==> src/rtl/wb_stage_buf_pkg.sv <==
// Shared write-back types and constants for the MEM->WB stage buffer.
// The entry width is derived from the data/address widths so the storage scales with the core.
package wb_stage_buf_pkg;

    localparam int REG_ADDR_W_DEF = 5;
    localparam int DATA_W_DEF     = 32;

    typedef logic [REG_ADDR_W_DEF-1:0] reg_addr_bus_t;
    typedef logic [DATA_W_DEF-1:0]     reg_bus_t;

    localparam reg_bus_t      ZERO_WORD     = '0;
    localparam reg_addr_bus_t NOP_REG_ADDR  = '0;
    localparam logic          WRITE_ENABLE  = 1'b1;
    localparam logic          WRITE_DISABLE = 1'b0;

    typedef struct packed {
        reg_addr_bus_t wd;
        logic          wreg;
        reg_bus_t      wdata;
        logic          whilo;
        reg_bus_t      hi;
        reg_bus_t      lo;
    } wb_entry_t;

    // Without HI/LO the stored entry shrinks to just the register-file write.
    function automatic int entry_width(input int data_w, input int addr_w, input bit hilo_en);
        return addr_w + 1 + data_w + (hilo_en ? (1 + 2 * data_w) : 0);
    endfunction

endpackage

==> src/rtl/wb_stage_buf_fifo.sv <==
// sync_fifo_core: DEPTH-entry in-order storage with valid/ready on both sides and a
// synchronous flush. Pointers wrap by explicit compare so any DEPTH >= 1 works.
module sync_fifo_core #(
    parameter  int WIDTH = 8,
    parameter  int DEPTH = 2,
    localparam int PTR_W = (DEPTH > 1) ? $clog2(DEPTH) : 1,
    localparam int CNT_W = $clog2(DEPTH + 1)
) (
    input  logic             clk,
    input  logic             rst_n,
    input  logic             flush,
    input  logic             push_valid,
    output logic             push_ready,
    input  logic [WIDTH-1:0] push_data,
    output logic             pop_valid,
    input  logic             pop_ready,
    output logic [WIDTH-1:0] pop_data,
    output logic [CNT_W-1:0] count
);

    logic [WIDTH-1:0] mem [DEPTH];
    logic [PTR_W-1:0] head;
    logic [PTR_W-1:0] tail;
    logic             push;
    logic             pop;

    function automatic logic [PTR_W-1:0] next_ptr(input logic [PTR_W-1:0] ptr);
        return (ptr == PTR_W'(DEPTH - 1)) ? '0 : ptr + PTR_W'(1);
    endfunction

    // Readiness comes from the registered count only, so a full buffer never
    // accepts in the same cycle it pops.
    assign push_ready = (count < CNT_W'(DEPTH));
    assign pop_valid  = (count != '0);
    assign push       = push_valid & push_ready & ~flush;
    assign pop        = pop_valid & pop_ready & ~flush;
    assign pop_data   = mem[head];

    always_ff @(posedge clk or negedge rst_n) begin
        if (!rst_n) begin
            head  <= '0;
            tail  <= '0;
            count <= '0;
        end else if (flush) begin
            head  <= '0;
            tail  <= '0;
            count <= '0;
        end else begin
            if (push) tail <= next_ptr(tail);
            if (pop)  head <= next_ptr(head);
            if (push && !pop)      count <= count + CNT_W'(1);
            else if (!push && pop) count <= count - CNT_W'(1);
        end
    end

    always_ff @(posedge clk) begin
        if (push) mem[tail] <= push_data;
    end

endmodule

==> src/rtl/wb_stage_buf.sv <==
// MEM->WB stage buffer: carries register-file and HI/LO writes through an in-order
// buffer; an empty buffer presents a NOP write so write-back never sees stale data.
module wb_stage_buf
    import wb_stage_buf_pkg::*;
#(
    parameter  int DATA_W     = 32,
    parameter  int REG_ADDR_W = 5,
    parameter  int DEPTH      = 2,
    parameter  int HILO_EN    = 1,
    localparam int CNT_W      = $clog2(DEPTH + 1)
) (
    input  logic                  clk,
    input  logic                  rst_n,
    input  logic                  in_valid,
    output logic                  in_ready,
    input  logic [REG_ADDR_W-1:0] in_wd,
    input  logic                  in_wreg,
    input  logic [DATA_W-1:0]     in_wdata,
    input  logic                  in_whilo,
    input  logic [DATA_W-1:0]     in_hi,
    input  logic [DATA_W-1:0]     in_lo,
    input  logic                  flush,
    output logic                  out_valid,
    input  logic                  out_ready,
    output logic [REG_ADDR_W-1:0] out_wd,
    output logic                  out_wreg,
    output logic [DATA_W-1:0]     out_wdata,
    output logic                  out_whilo,
    output logic [DATA_W-1:0]     out_hi,
    output logic [DATA_W-1:0]     out_lo,
    output logic [CNT_W-1:0]      count
);

    localparam int BASE_W = REG_ADDR_W + 1 + DATA_W;
    localparam int ENT_W  = entry_width(DATA_W, REG_ADDR_W, HILO_EN != 0);

    logic [ENT_W-1:0]      in_entry;
    logic [ENT_W-1:0]      head_entry;
    logic [REG_ADDR_W-1:0] head_wd;
    logic                  head_wreg;
    logic [DATA_W-1:0]     head_wdata;

    assign in_entry[BASE_W-1:0]            = {in_wd, in_wreg, in_wdata};
    assign {head_wd, head_wreg, head_wdata} = head_entry[BASE_W-1:0];

    sync_fifo_core #(
        .WIDTH (ENT_W),
        .DEPTH (DEPTH)
    ) u_fifo (
        .clk        (clk),
        .rst_n      (rst_n),
        .flush      (flush),
        .push_valid (in_valid),
        .push_ready (in_ready),
        .push_data  (in_entry),
        .pop_valid  (out_valid),
        .pop_ready  (out_ready),
        .pop_data   (head_entry),
        .count      (count)
    );

    // Storage is not reset, so every field is masked while the buffer is empty.
    assign out_wd    = out_valid ? head_wd    : '0;
    assign out_wreg  = out_valid ? head_wreg  : WRITE_DISABLE;
    assign out_wdata = out_valid ? head_wdata : '0;

    if (HILO_EN != 0) begin : g_hilo
        logic              head_whilo;
        logic [DATA_W-1:0] head_hi;
        logic [DATA_W-1:0] head_lo;

        assign in_entry[ENT_W-1:BASE_W]        = {in_whilo, in_hi, in_lo};
        assign {head_whilo, head_hi, head_lo}  = head_entry[ENT_W-1:BASE_W];
        assign out_whilo = out_valid ? head_whilo : WRITE_DISABLE;
        assign out_hi    = out_valid ? head_hi    : '0;
        assign out_lo    = out_valid ? head_lo    : '0;
    end else begin : g_no_hilo
        logic unused_hilo;

        assign unused_hilo = ^{in_whilo, in_hi, in_lo};
        assign out_whilo   = WRITE_DISABLE;
        assign out_hi      = '0;
        assign out_lo      = '0;
    end

endmodule

==> config.mk <==
export PLATFORM = sky130hd
export DESIGN_NAME = wb_stage_buf
export DESIGN_NICKNAME = d
export VERILOG_FILES = /design/src/rtl/wb_stage_buf_pkg.sv /design/src/rtl/wb_stage_buf_fifo.sv /design/src/rtl/wb_stage_buf.sv
export SDC_FILE = /design/constraint.sdc
export NUM_CORES = 1
export LEC_CHECK = 0
export ABC_AREA = 1
export BUFFER_PORTS_ARGS = -buffer_cell sky130_fd_sc_hd__clkbuf_2
export CAP_MARGIN = 10
export CORE_MARGIN = 8
export CORE_UTILIZATION = 56
export DETAILED_ROUTE_END_ITERATION = 12
export GPL_TIMING_DRIVEN = 0
export PLACE_DENSITY = 0.83
export REMOVE_ABC_BUFFERS = 1
export SYNTH_ARGS = -nofsm -noshare
export SYNTH_HDL_FRONTEND = slang
export SYNTH_SLANG_ARGS = --single-unit
==> constraint.sdc <==
create_clock -name clk -period 9.9 [get_ports clk]
set_clock_uncertainty 0.1 [all_clocks]
set_input_delay 0.99 -clock clk [delete_from_list [all_inputs] [get_ports clk]]
set_output_delay 0.99 -clock clk [all_outputs]
set_load 0.02 [all_outputs]
[Word-level counts from Yosys, hierarchy flattened]
Memory sizes are Yosys's and may differ from the RTL's.
Index checks and enable logic that the tools add are counted.
Storage, ports and cells
  flip-flop bits (word level): 4
  latch bits: 0
  bits in writable memories: 206
  ROM bits: 0
  input bits: 108
  output and inout bits: 107
  word-level logic and storage cells: 39
  memories kept: 1
Memories
  u_fifo.mem: words 2, width 103, read ports 1, clocked after memory_dff 0, write ports 1, RTL line wb_stage_buf_fifo.sv:21  | logic [WIDTH-1:0] mem [DEPTH];
Operators by class
  add/subtract/negate cells: 4
  multipliers: 0
  div/mod/pow operators: 0
  $lt $le $gt $ge: 1
  equal/unequal tests: 0
  shift-type cells: 0
  multiplexer cells: 17
  bitwise operators: 5
  reductions and logical operators: 8
Operator list (count)
  $mux 32: 3
  $mux 1: 10
  $mux 2: 3
  $reduce_bool 2->1: 3
  $mux 5: 1
  $and 1x1->1: 4
  $reduce_bool 3->1: 1
  $add 1x1->1 const B: 2
  $add 2x1->2 const B: 1
  $logic_and 1x1->1: 2
  $logic_not 1->1: 2
  $lt 2x2->1 const B: 1
  $sub 2x1->2 const B: 1
  $not 1->1: 1

[Depth between registers and ports, before layout]
  depth after elaboration: 8
  gate-level depth with buffers: 9

[By module]
A second synthesis with hierarchy kept.
Unflattened totals
  cells, all modules: 791
  area, all modules: 8607.0 um2
By module, submodules not included
  sync_fifo_core: instances 1, cells each 574, area each 7758.7 um2, seq. area each 6286.0 um2
  wb_stage_buf: instances 1, cells each 217, area each 848.3 um2, seq. area each 0.0 um2

[Least setup slack after synthesis]
OpenSTA, ideal clock, no wires.
  path type: input-to-reg
  start point: input port in_valid
  end point: memory u_fifo.mem[0][0] (netlist bit) (enable)
  data arrival time: 5.534 ns
  setup slack: 3.699 ns
  cell stages on the path: 4
  buffers on the path: 0
  cells stage by stage: nand2_2 > nor2_4 > inv_1 > nor2_1
On the way
  word-level cells in the longest chain between the ends: 4
RTL lines
  start, declared: RTL line wb_stage_buf.sv:14  | input logic in_valid,
  $and 1x1->1 (2 in a row): RTL line wb_stage_buf_fifo.sv:35  | assign push = push_valid & push_ready & ~flush;
  $mux 1: RTL line wb_stage_buf_fifo.sv:57  | if (push) mem[tail] <= push_data;
  $mux 1 (implied by the code): RTL line wb_stage_buf_fifo.sv:57
  end, declared: RTL line wb_stage_buf_fifo.sv:21
No other way between the ends.

[Worst setup path in the final report]
  start point: register u_fifo.head
  end point: output port out_hi[27]
On the way
  word-level cells in the longest chain between the ends: 2
RTL lines
  start, declared: RTL line wb_stage_buf_fifo.sv:22  | logic [PTR_W-1:0] head;
  start signal, assigned: RTL line wb_stage_buf_fifo.sv:50  | if (pop) head <= next_ptr(head);
  $mem_v2 2x103
  $mux 32: RTL line wb_stage_buf.sv:75  | assign out_hi = out_valid ? head_hi : '0;
  end, declared: RTL line wb_stage_buf.sv:29  | output logic [DATA_W-1:0] out_hi,
No other way between the ends.

==> flow_summary_export.csv <==
group,metric,value,unit
outcome,status,"finished, final reports clean",
global_routing,antenna_found_initial,0,
synth,yosys-top-cells-area,"edfxtp_1, nand2_1, a21oi_1",
timing,whs,208,ps
synth,async_flop_share,1.90,%
synth,synth_top_area_share,78.0,%
placement,place_hpwl,12.2,mm
clock_network,clk_latency,480,ps
timing,fmax,261,MHz
timing,setup_violations,0,
global_routing,grt_use_met3,5.05,%
clock_network,cts-resized-gates,0,
synth,synthSimpleGateAreaFrac,11.1,%
placement,portBuffers,214,
worst_setup_path,rr_startpoint,"u_fifo.count[1]",
timing,worstMarginPinSlew,999,ps
worst_setup_path,crit_arrival,2740,ps
clock_network,cts_tree,"built",
synth,ys_seq_area_share,79.3,%
timing,slew_headroom,33.2,%
worst_setup_path,rrSetupSlack,7270,ps
synth,synth_compound_area_share,6.76,%
worst_setup_path,end_kind,"output pin",
cells_and_area,n_antenna_cell,0,
timing,rsz0062_at_grt,"false",
worst_setup_path,critPathKind,"flip-flop to output pin",
routing,drt_first_pass_iters,4,
timing,hold_viol,0,
worst_hold_path,hold_class,"input port to async pin",
floorplan,initial_core_util,57.1,%
timing,fin_crit,3830,ps
global_routing,grt.total_usage,19.3,%
routing,vias,5345,
clock_network,post_cts_buffers,0,
synth,synth_edf_count,206,
synth,synthAdderAreaFrac,0,%
floorplan,die_w,135,um
synth,synth_top_family_by_area,"simple AND/OR/NAND/NOR gates",
global_routing,grt_max_degree,66,
worst_setup_path,reg2regPathDepth,7,
worst_setup_path,path_max_fanout,65,
synth,synth_xor_area_share,0,%
synth,synth.largest_area_cell,"edfxtp_1",
synth,synth_cells,585,
routing,drtIter0Drc,447,
floorplan,die_area,0.0182,mm2
synth,syn_area_per_cell,13.5,um2
global_routing,grt_use_met1,22.1,%
routing,via_per_inst,5.40,
global_routing,grt_pass1_vias,5579,
routing,wire_per_inst,18.6,um
run,cap_violations,0,
clock_network,cts_buffers,21,
synth,synth_common_cells,"nand2_1, edfxtp_1, a21oi_1",
global_routing,grt-ovfl-total,0,
cells_and_area,fin_nets,906,
routing,route.detailed.drc,0,
global_routing,grtUsageMet2,34.3,%
clock_network,clockBufferDepth,3,
synth,synth_ff_type,"edfxtp_1",
routing,postRouteAntennaNets,0,
global_routing,gr-max-usage-layer,"met2",
routing,wl,18.5,mm
floorplan,std_cell_rows,43,
synth,synth_mux_area_share,0,%
placement,gp_congestion,0.792,
clock_network,hold_buffers,0,
worst_setup_path,required,8810,ps
clock_network,root_buffer,"clkbuf_16",
worst_setup_path,critPathLaunchType,"flip-flop",
worst_setup_path,reg2reg_to,"u_fifo.mem[0][31]",
floorplan,ioPinCount,215,
synth,synth_cell_type_count,17,
synth,yosysMostFrequentCell,"nand2_1",
floorplan,core,0.0139,mm2
clock_network,cts.sinks,210,
clock_network,htreeDepth,1,
power_and_ir_drop,p_per_area,221,mW/mm2
timing,finalCritPeriodShare,38.7,%
cells_and_area,drive_above_1_share,32.8,%
global_routing,grt_pass1_wl,27.9,mm
synth,ys_ff_latch,210,
clock_network,clkTransAtPathRegs,60,ps
floorplan,die_h,135,um
power_and_ir_drop,ir_drop,0.188,mV
cells_and_area,syn_to_final_growth,25.6,%
power_and_ir_drop,p_leak,3.99,nW
synth,yosysWarnings,0,
timing,drv_slew,0,
synth,synth_area,0.00793,mm2
timing,timing.setup.tns,0,ps
## per-stage QoR
stage / setup WS [ps] / cell area, um2 / total power [mW] / utilization, % / std cells
finish: 6070 / 9950 / 2.20 / 71.7 / 990
global route: 5890 / 9950 / 2.28 / 71.7 / 990
CTS: 6030 / 9950 / 2.22 / 71.7 / 990
detailed placement: 6560 / 9280 / 1.45 / 66.8 / 955
global placement: 1470 / 9020 / 1.44 / 65.0 / 945
floorplan: 3700 / 7730 / 1.29 / - / 551
## how the worst max path moves through the flow
stage / endpoint / cells past startpoint / start
global route: out_wdata[8] / 6 / u_fifo.head
floorplan: u_fifo.mem[0][0] / 4 / in_valid
finish: out_hi[27] / 6 / u_fifo.head
global placement: u_fifo.mem[0][77] / 5 / in_valid
CTS: out_wdata[9] / 6 / u_fifo.head
detailed placement: out_wdata[9] / 6 / u_fifo.head
## layout make-up
cell class,instances,area [um2]
clock buffers,28,592
clock inverters,7,83.8
fillers,919,3930
inverters,6,25.0
multi-input cells,335,1440
flip-flops and latches,210,6290
well taps,180,225
repair buffers,224,1300
## flip-flops by register name, indices dropped and copies added (netlist names)
name and count:
u_fifo.count 2, u_fifo.tail 1, u_fifo.mem 206, u_fifo.head 1
## worst max-delay path, cell delays in order (launching register included)
cell      delay, ps
dfrtp_4         690
buf_16          290
inv_4           400
buf_16          320
nand2_1          90
a21oi_1         200
clkbuf_2        210
## placed cells by master, fill, tap and decap left out, drive strengths merged
cell / Yosys / final
nand2: 219 / 219
bufinv: 0 / 2
edfxtp: 206 / 206
nor2: 5 / 5
a21oi: 105 / 105
dfrtp: 4 / 4
clkbuf: 1 / 242
inv: 6 / 6
nand3: 3 / 3
clkinv: 0 / 5
o21ai: 2 / 2
buf: 33 / 10
nand4: 1 / 1
## routing by layer
metal	part of all wire (%)	vias to the layer above	wire length, um
met5	0	-	0
met4	1.9	0	356
met3	8.8	32	1630
met2	52	235	9670
met1	37	2586	6800
li1	-	2492	-
## power by group
group | total, mW | internal, mW | switching, mW
clock | 0.772 | 0.469 | 0.303
combinational | 0.382 | 0.114 | 0.268
sequential | 1.05 | 1.03 | 0.0201
total | 2.20 | 1.61 | 0.591
## kinds of logic after synthesis
family | count (synthesis)
buf+inv | 40
simple gates | 228
flops | 210
compound gates | 107
No activity file was read; power rests on OpenSTA's default activity.
